==> config.mk <==
export PLATFORM = sky130hd
export DESIGN_NAME = uart_tx_arbiter_flat
export DESIGN_NICKNAME = d
export VERILOG_FILES = /design/src/rtl/uart_pkg.sv /design/src/rtl/uart_tx_arb_if.sv /design/src/rtl/uart_tx_arbiter_picker.sv /design/src/rtl/uart_tx_arbiter.sv /design/src/flat_wrapper.sv
export SDC_FILE = /design/constraint.sdc
export NUM_CORES = 1
export LEC_CHECK = 0
export CAP_MARGIN = 20
export CORE_ASPECT_RATIO = 0.5
export CORE_UTILIZATION = 36
export CTS_CLUSTER_DIAMETER = 50
export DETAILED_ROUTE_END_ITERATION = 7
export PLACE_DENSITY_LB_ADDON = 0.12
export SETUP_SLACK_MARGIN = 0.5
export SLEW_MARGIN = 10
export SYNTH_ARGS = -nofsm -noshare
export SYNTH_HDL_FRONTEND = slang
export SYNTH_SLANG_ARGS = --single-unit
==> constraint.sdc <==
create_clock -name i_clk -period 2.6 [get_ports i_clk]
set_input_delay 0.78 -clock i_clk [delete_from_list [all_inputs] [get_ports i_clk]]
set_output_delay 0.78 -clock i_clk [all_outputs]
set_load 0.005 [all_outputs]
==> src/rtl/uart_pkg.sv <==
// Shared constants for the UART TX arbiter: state encoding and data width.
package uart_pkg;

  localparam int UART_DATA_BITS = 8;

  localparam logic [1:0] ARB_IDLE      = 2'd0;
  localparam logic [1:0] ARB_START     = 2'd1;
  localparam logic [1:0] ARB_WAIT_DONE = 2'd2;
  localparam logic [1:0] ARB_GAP       = 2'd3;

  typedef enum logic [1:0] {
    S_IDLE  = ARB_IDLE,
    S_START = ARB_START,
    S_WAIT  = ARB_WAIT_DONE,
    S_GAP   = ARB_GAP
  } arb_state_e;

endpackage

==> src/rtl/uart_tx_arb_if.sv <==
// Requester/transmitter bundle for uart_tx_arbiter; slave = arbiter side.
interface uart_tx_arb_if
  import uart_pkg::*;
#(
  parameter int NUM_REQ = 4
);
  localparam int IDX_W = $clog2(NUM_REQ);

  logic [NUM_REQ-1:0]                i_reqValid;
  logic [UART_DATA_BITS*NUM_REQ-1:0] i_reqData;
  logic [NUM_REQ-1:0]                o_reqReady;
  logic                              o_txStart;
  logic [UART_DATA_BITS-1:0]         o_txByte;
  logic                              i_txDone;
  logic [IDX_W-1:0]                  o_grantIdx;
  logic                              o_busy;
  logic                              o_timeout;

  modport slave (
    input  i_reqValid, i_reqData, i_txDone,
    output o_reqReady, o_txStart, o_txByte, o_grantIdx, o_busy, o_timeout
  );

  modport master (
    output i_reqValid, i_reqData, i_txDone,
    input  o_reqReady, o_txStart, o_txByte, o_grantIdx, o_busy, o_timeout
  );
endinterface

==> src/rtl/uart_tx_arbiter_picker.sv <==
// Combinational round-robin search: first set request at or above ptr_i, wrapping.
module rr_priority_picker #(
  parameter int NUM_REQ = 4,
  localparam int IDX_W  = $clog2(NUM_REQ)
) (
  input  logic [NUM_REQ-1:0] req_i,
  input  logic [IDX_W-1:0]   ptr_i,
  output logic               found_o,
  output logic [IDX_W-1:0]   idx_o
);
  always_comb begin
    found_o = 1'b0;
    idx_o   = '0;
    for (int i = 0; i < NUM_REQ; i++) begin
      int j;
      j = int'(ptr_i) + i;
      if (j >= NUM_REQ) j = j - NUM_REQ;
      if (!found_o && req_i[j]) begin
        found_o = 1'b1;
        idx_o   = IDX_W'(j);
      end
    end
  end
endmodule

==> src/rtl/uart_tx_arbiter.sv <==
// Round-robin arbiter sharing one UART transmitter among NUM_REQ byte producers.
// Optional watchdog in WAIT_DONE enabled by defining UART_TX_ARB_TIMEOUT_EN.
module uart_tx_arbiter
  import uart_pkg::*;
#(
  parameter int NUM_REQ      = 4,
  parameter int GAP_CLKS     = 0,
  parameter int TIMEOUT_CLKS = 4096
) (
  input  logic          i_clk,
  input  logic          i_rst,
  uart_tx_arb_if.slave  bus
);
  localparam int IDX_W = $clog2(NUM_REQ);
  localparam int GW    = (GAP_CLKS > 1) ? $clog2(GAP_CLKS) : 1;

  arb_state_e                state_q;
  logic [IDX_W-1:0]          ptr_q, ptr_d, grant_q, win;
  logic [NUM_REQ-1:0]        ready_q, ready_d;
  logic                      start_q, busy_q, timeout_q, found;
  logic [UART_DATA_BITS-1:0] byte_q, byte_d;
  logic [GW-1:0]             gap_cnt_q;
  logic                      to_hit, frame_end;

  rr_priority_picker #(.NUM_REQ(NUM_REQ)) u_pick (
    .req_i   (bus.i_reqValid),
    .ptr_i   (ptr_q),
    .found_o (found),
    .idx_o   (win)
  );

  always_comb begin
    byte_d = '0;
    for (int n = 0; n < NUM_REQ; n++)
      if (win == IDX_W'(n)) byte_d = bus.i_reqData[n*UART_DATA_BITS +: UART_DATA_BITS];
    ready_d = NUM_REQ'(1) << win;
    ptr_d   = (win == IDX_W'(NUM_REQ-1)) ? '0 : win + 1'b1;
  end

`ifdef UART_TX_ARB_TIMEOUT_EN
  localparam int TW = (TIMEOUT_CLKS > 1) ? $clog2(TIMEOUT_CLKS) : 1;
  logic [TW-1:0] to_cnt_q;

  assign to_hit = (to_cnt_q == TW'(TIMEOUT_CLKS-1));

  always_ff @(posedge i_clk) begin
    if (i_rst || state_q != S_WAIT) to_cnt_q <= '0;
    else                            to_cnt_q <= to_cnt_q + 1'b1;
  end
`else
  assign to_hit = 1'b0;
`endif

  assign frame_end = bus.i_txDone || to_hit;

  always_ff @(posedge i_clk) begin
    if (i_rst) begin
      state_q   <= S_IDLE;
      ptr_q     <= '0;
      grant_q   <= '0;
      ready_q   <= '0;
      start_q   <= 1'b0;
      byte_q    <= '0;
      busy_q    <= 1'b0;
      timeout_q <= 1'b0;
      gap_cnt_q <= '0;
    end else begin
      ready_q   <= '0;
      start_q   <= 1'b0;
      timeout_q <= 1'b0;
      case (state_q)
        S_IDLE: if (found) begin
          byte_q  <= byte_d;
          grant_q <= win;
          ptr_q   <= ptr_d;
          ready_q <= ready_d;
          start_q <= 1'b1;
          busy_q  <= 1'b1;
          state_q <= S_START;
        end
        S_START: state_q <= S_WAIT;
        S_WAIT: if (frame_end) begin
          // txDone takes precedence; a late done on the timeout edge is not a timeout
          timeout_q <= !bus.i_txDone;
          if (GAP_CLKS > 0) begin
            gap_cnt_q <= '0;
            state_q   <= S_GAP;
          end else begin
            busy_q  <= 1'b0;
            state_q <= S_IDLE;
          end
        end
        S_GAP: begin
          if (gap_cnt_q == GW'(GAP_CLKS-1)) begin
            busy_q  <= 1'b0;
            state_q <= S_IDLE;
          end
          gap_cnt_q <= gap_cnt_q + 1'b1;
        end
        default: state_q <= S_IDLE;
      endcase
    end
  end

  assign bus.o_reqReady = ready_q;
  assign bus.o_txStart  = start_q;
  assign bus.o_txByte   = byte_q;
  assign bus.o_grantIdx = grant_q;
  assign bus.o_busy     = busy_q;
  assign bus.o_timeout  = timeout_q;
endmodule

==> src/flat_wrapper.sv <==
// flat-port wrapper written by rule: the top's interface ports become plain ports
module uart_tx_arbiter_flat import uart_pkg::*;
#(
  parameter int NUM_REQ      = 4,
  parameter int GAP_CLKS     = 0,
  parameter int TIMEOUT_CLKS = 4096
)
  (i_clk, i_rst, bus_i_reqValid, bus_i_reqData, bus_i_txDone, bus_o_reqReady, bus_o_txStart, bus_o_txByte, bus_o_grantIdx, bus_o_busy, bus_o_timeout);
  uart_tx_arb_if #(.NUM_REQ(NUM_REQ)) bus_i ();
  input  logic i_clk;
  input  logic i_rst;
  input wire logic [$bits(bus_i.i_reqValid)-1:0] bus_i_reqValid;
  input wire logic [$bits(bus_i.i_reqData)-1:0] bus_i_reqData;
  input wire logic [$bits(bus_i.i_txDone)-1:0] bus_i_txDone;
  output wire logic [$bits(bus_i.o_reqReady)-1:0] bus_o_reqReady;
  output wire logic [$bits(bus_i.o_txStart)-1:0] bus_o_txStart;
  output wire logic [$bits(bus_i.o_txByte)-1:0] bus_o_txByte;
  output wire logic [$bits(bus_i.o_grantIdx)-1:0] bus_o_grantIdx;
  output wire logic [$bits(bus_i.o_busy)-1:0] bus_o_busy;
  output wire logic [$bits(bus_i.o_timeout)-1:0] bus_o_timeout;
  assign bus_i.i_reqValid = bus_i_reqValid;
  assign bus_i.i_reqData = bus_i_reqData;
  assign bus_i.i_txDone = bus_i_txDone;
  assign bus_o_reqReady = bus_i.o_reqReady;
  assign bus_o_txStart = bus_i.o_txStart;
  assign bus_o_txByte = bus_i.o_txByte;
  assign bus_o_grantIdx = bus_i.o_grantIdx;
  assign bus_o_busy = bus_i.o_busy;
  assign bus_o_timeout = bus_i.o_timeout;
  uart_tx_arbiter #(.NUM_REQ(NUM_REQ), .GAP_CLKS(GAP_CLKS), .TIMEOUT_CLKS(TIMEOUT_CLKS)) u_core (.i_clk(i_clk), .i_rst(i_rst), .bus(bus_i));
endmodule
# [Word-level counts from Yosys, hierarchy flattened]
# Index checks and enable logic that the tools add are counted.
[word_totals] output_inout_bits=17 regBits=22 inputBits=39 elab_cells=94
[op_classes] order_cmp=8 reduce_logical=16 eq_ne=9 n_mux=38 n_bitwise=4 add_sub_neg=9 n_shift=1
[op_table] op="$lt 32x4->1 const B" count=4
[op_table] op="$mux 32" count=4
[op_table] op="$mux 8" count=4
[op_table] op="$mux 1" count=16
[op_table] op="$mux 2" count=8
[op_table] op="$sub 3x3->4 const B" count=3
[op_table] op="$ge 3x3->1 const B" count=3
[op_table] op="$bmux 1 s2" count=4
[op_table] op="$eq 2x2->1 const B" count=4
[op_table] op="$pmux 2 s4" count=1
[op_table] op="$add 2x2->3 const B" count=2
[op_table] op="$reduce_or 3->1" count=2
[op_table] op="$eq 2x1->1 const B" count=2
[op_table] op="$logic_not 1->1" count=4
[op_table] op="$logic_not 2->1" count=2
[op_table] op="$ne 2x1->1 const B" count=2
[op_table] op="$not 1->1" count=4
[op_table] op="$reduce_and 4->1" count=1
[op_table] op="$shl 1x2->4 const A" count=1
[op_table] op="$sub 2x3->4 const B" count=1
[op_table] op="$add 2x1->3 const B" count=1
[op_table] op="$ge 2x3->1 const B" count=1
[op_table] op="$logic_and 1x1->1" count=3
[op_table] op="$pmux 1 s3" count=1
[op_table] op="7 further kinds" count=7

# [Depth between registers and ports, before layout]
[logic_depth] word_depth=20 mapped_depth=11 mapped_depth_nobuf=9

# [Modules after synthesis]
# From an unflattened synthesis, not the netlist that was laid out.
[unflattened] hier_cells=117 hier_area_um2=1119.8
[modules_own_cells] module="uart_tx_arbiter" cells_per_inst=102 seq_area_each_um2=440.4 n_inst=1 area_per_inst_um2=1042.2
[modules_own_cells] module="rr_priority_picker" cells_per_inst=15 seq_area_each_um2=0.0 n_inst=1 area_per_inst_um2=77.6

# [Worst setup path after synthesis]
# Ideal clock, no wire load.
[synth_timing] kind="input -> register" from="in bus_i_reqValid[2]" to="reg u_core.byte_q[1], in the netlist u_core.bus.o_txByte[1]" path_buffers=2 slack_ns=0.037 required_ns=2.477 stages=11 setup_time_ns=0.123 t_arrival_ns=2.440 path_cell_list="nor2b_1 -> a21boi_4 -> o32ai_4 -> inv_2 -> ha_1 -> clkbuf_1 -> buf_2 -> a21oi_1 -> o21ai_0 -> a221oi_1 -> nor2_1"
[synth_between] elab_chain_len=18 elab_cells_between_ends=35 cone_classes="eq/ne: 3; mux: 24; reduce/logical: 8"
[synth_lines] element="from (decl)" line="flat_wrapper.sv:12" text="input wire logic [$bits(bus_i.i_reqValid)-1:0] bus_i_reqValid;"
[synth_lines] element="$bmux 1 s2" line="uart_tx_arbiter_picker.sv:18" text="if (!found_o && req_i[j]) begin"
[synth_lines] element="$mux 1 (not written as such) (2 in a row)" line="uart_tx_arbiter_picker.sv:18"
[synth_lines] element="$mux 1" line="uart_tx_arbiter_picker.sv:18"
[synth_lines] element="$logic_not 1->1" line="uart_tx_arbiter_picker.sv:18"
[synth_lines] element="$logic_and 1x1->1" line="uart_tx_arbiter_picker.sv:18"
[synth_lines] element="$mux 1" line="uart_tx_arbiter_picker.sv:18"
[synth_lines] element="$logic_not 1->1" line="uart_tx_arbiter_picker.sv:18"
[synth_lines] element="$logic_and 1x1->1" line="uart_tx_arbiter_picker.sv:18"
[synth_lines] element="$mux 1" line="uart_tx_arbiter_picker.sv:18"
[synth_lines] element="$logic_not 1->1" line="uart_tx_arbiter_picker.sv:18"
[synth_lines] element="$logic_and 1x1->1" line="uart_tx_arbiter_picker.sv:18"
[synth_lines] element="$mux 2 (*)" line="uart_tx_arbiter_picker.sv:18"
[synth_lines] element="net u_core.u_pick.idx_o[1]" line="uart_tx_arbiter_picker.sv:9" text="output logic [IDX_W-1:0] idx_o"
[synth_lines] element="$logic_not 2->1" line="uart_tx_arbiter.sv:35" text="if (win == IDX_W'(n)) byte_d = bus.i_reqData[n*UART_DATA_BITS +: UART_DATA_BITS];"
[synth_lines] element="$mux 8 (3 in a row)" line="uart_tx_arbiter.sv:35"
[synth_lines] element="$mux 8 (*)" line="uart_tx_arbiter.sv:35"
[synth_lines] element="to (signal assigned)" line="uart_tx_arbiter.sv:73" text="byte_q <= byte_d;"
[synth_lines] element="to (decl)" line="uart_tx_arbiter.sv:21" text="logic [UART_DATA_BITS-1:0] byte_q, byte_d;"
# Mark *: on every way through the listed nets, which the timed path passes. The rest lies on a longest branch. The select of a mux whose other input is x is not followed.
# A chain may end at the register's enable or synchronous reset.

# [Final worst setup path]
[layout_timing] from="in bus_i_reqValid[2]" to="reg u_core.byte_q[7], in the netlist u_core.bus.o_txByte[7]"
# Same word-level chain as after synthesis.

==> flow_summary.toml <==
[routing]
vias_per_cell = 5.06
drt_pass1_iterations = 4
ant_nets = 0
wirelength_um = 3450
drcViolationCount = 0
vias = 1315
wire_per_inst_um = 13.3
first_iter_violations = 40

[finish]
nets = 264
final_common_cell = "clkdlybuf4s50_1"
regArea_sq_um = 440
num-fill-cells = 248
layout_common_cells = "clkdlybuf4s50_1 (51), dfxtp_1 (22), buf_4 (18)"
final_cell_count_no_fill = 260
drive_gt1_share_pct = 29.1
multi_input_area_sq_um = 756
antennaDiodeCount = 0
syn_to_final_growth_pct = 78.6

[grt]
grt_pass1_wl_um = 5840
grt_antenna_before_repair = 0
grt_pass1_vias = 1242
grt_overflow_total = 0
grt_max_degree = 17
grt_use_total_pct = 21.1

[synth]
synth-xor-area-share_pct = 0
synth_edf_count = 0
yosys_warnings = 0
synth_top_family_by_area = "compound AO/OA/AOI/OAI gates"
syn_area_sq_mm = 0.00119
synthMuxAreaShare_pct = 0.947
synth_ff_type = "dfxtp_1"
synthArstFlopShare_pct = 0
synth-simple-area-share_pct = 18.6
syn_avg_cell_area_sq_um = 8.14
syn-num-nets = 189
synth.ff_latch_count = 22
synth_top_area_share_pct = 37.1
synth_area_leader_cell = "dfxtp_1"
seq_area_frac_synth_pct = 37.1
synth-compound-area-share_pct = 31.3
synth_fa_ha_area_share_pct = 4.21
synthCells = 146
yosys-top-cells-area = "dfxtp_1 (37%), a21oi_1 (8.4%), o21ai_0 (6.3%)"
ys_types = 33

[clock_network]
cts_buffers = 3
clkTransAtPathRegs_ns = 0.08
clk_latency_ns = 0.27
cts-root-buf = "clkbuf_8"
htreeDepth = 1
cts_num_sinks = 22
clk_path_buf_depth = 2
cts_tree = "yes"
cts_hold_buf = 0

[placed_design]
portBuffers = 55
dp_cells = 248
hpwl_um = 2460
pre_cts_ws_ns = -0.392
place_congestion = 0.781

[sta]
tightest_slew_ns = 0.497
clock_skew_ns = 0.00180
fin_tns_setup_ns = 0
finalMaxSlewViolations = 0
setup_ws_ns = 0.386
max_freq_mhz = 452
min_period_ns = 2.21
setup_viol = 0
hold_viol = 0
final.period_utilization_pct = 85.2
relSlewSlack_pct = 66.8
rsz0062_at_grt = "yes"

[worst_setup_path]
r2r_cells = 9
critical_path_class = "in -> reg"
start_kind = "primary input"
worstPathMaxFanout = 6
cp.arrival_ns = 2.37
end_kind = "flop"
cp_slowest_stage_delay_ns = 0.32
crit_slowest_cell = "o32ai_4"
cp_cell_sequence = "buf_8, nor2b_4, a21boi_4, o32ai_4, inv_2, ha_4, buf_6, a21oi_2, o21ai_1, a221oi_1, nor2_1"
worstPathRequired_ns = 2.76

[floorplan]
fp.dieH_um = 42.6
core_area_sq_mm = 0.00307
die_area_sq_mm = 0.00355
die_w_um = 83.3
boundaryPins = 56
num_rows = 14
start_util_pct = 38.8

[pwr]
p_leak_nw = 0.861
power_density_mw_per_mm2 = 663
vdd_drop_max_v = 0.000333

[job]
cap_violations = 0

[min_path]
hp-class = "reg -> reg"
worstHoldPathCells = 2

[status]
status = "finished clean"
[stage by stage]
| step | instance area [sq um] | hold WS, ns | power, mW | util [%] |
|---|---|---|---|---|
| 5_1_grt | 2120 | 0.508 | 1.50 | 69.3 |
| 6_report | 2120 | 0.471 | 1.41 | 69.3 |
| 3_3_place_gp | 1920 | 0.452 | 1.01 | 62.7 |
| 2_1_floorplan | 1260 | 0.435 | 0.761 | - |
| 3_5_place_dp | 1920 | 0.462 | 1.02 | 62.7 |
| 4_1_cts | 2110 | 0.476 | 1.41 | 68.9 |
[worst paths after layout]
check                    startpoint  slack [ns]                      to
setup / recovery  bus_i_reqValid[2]        0.39  u_core.bus.o_txByte[7]
hold / removal     u_core.gap_cnt_q        0.47        u_core.gap_cnt_q
setup reg to reg    u_core.ptr_q[1]        0.57  u_core.bus.o_txByte[7]
hold reg to reg    u_core.gap_cnt_q        0.47        u_core.gap_cnt_q
[cell type report]
cell class                 instances  share of cell area (%)
clock buffer                       3                    1.94
multi-input combinational        103                    35.6
timing repair buffer              79                    35.8
clock inverter                     1                    1.41
inverter                          12                    2.12
tap                               40                    2.36
sequential                        22                    20.7
[worst max-delay path, delay by kind of cell]
kind	cells	cell delay, ns
and+or+nand+nor	2	0.18
AOI/OAI and AO/OA	5	0.87
adders and majority gates	1	0.20
buffers and inverters	3	0.33
[power breakdown]
group	total, mW	internal (mW)	switching [mW]
clock	0.326	0.206	0.120
sequential	0.440	0.395	0.0448
combinational	0.642	0.357	0.285
[logic make-up after synthesis]
| logic type | count (synthesis) |
|---|---|
| other | 1 |
| flip-flops | 22 |
| AO/OA/AOI/OAI | 55 |
| buffers and inverters | 21 |
| adder cells (fa/ha/maj) | 4 |
| multiplexers | 1 |
| AND/OR/NAND/NOR | 42 |
[flip-flops by register name, summed over array words and instances, names as in the netlist]
name,flops
u_core.bus.o_txStart,1
u_core.bus.o_timeout,1
u_core.bus.o_busy,1
u_core.gap_cnt_q,1
u_core.bus.o_grantIdx,2
u_core.bus.o_txByte,8
u_core.ptr_q,2
u_core.state_q,2
u_core.bus.o_reqReady,4
[per-layer routing]
metal | track usage, % | part of all wire, %
met2 | 36.1 | 48
met5 | 0 | 0
met1 | 26.0 | 44
met3 | 6.69 | 6.9
met4 | 5.86 | 0.96
[synthesized netlist by cell type, types with 2 or more instances]
master / instances
o21ai_1: 2
or2_2: 2
a21oi_1: 20
a221oi_1: 8
dfxtp_1: 22
ha_1: 4
nand2_1: 15
o21ai_0: 15
nor2b_1: 3
inv_1: 11
nor2_1: 13
buf_2: 3
a211oi_1: 2
nand3_1: 2
a21oi_2: 2
clkbuf_1: 5
[repair_timing]
| item | CTS | global route |
|---|---|---|
| pin swaps | 14 | 4 |
| hold endpoints to repair | 0 | 0 |
| buffers inserted | 8 | 0 |
| resized for setup | 41 | 5 |
| setup endpoints to repair | 16 | 10 |
Note: power is estimated with default switching activity, not from simulation.
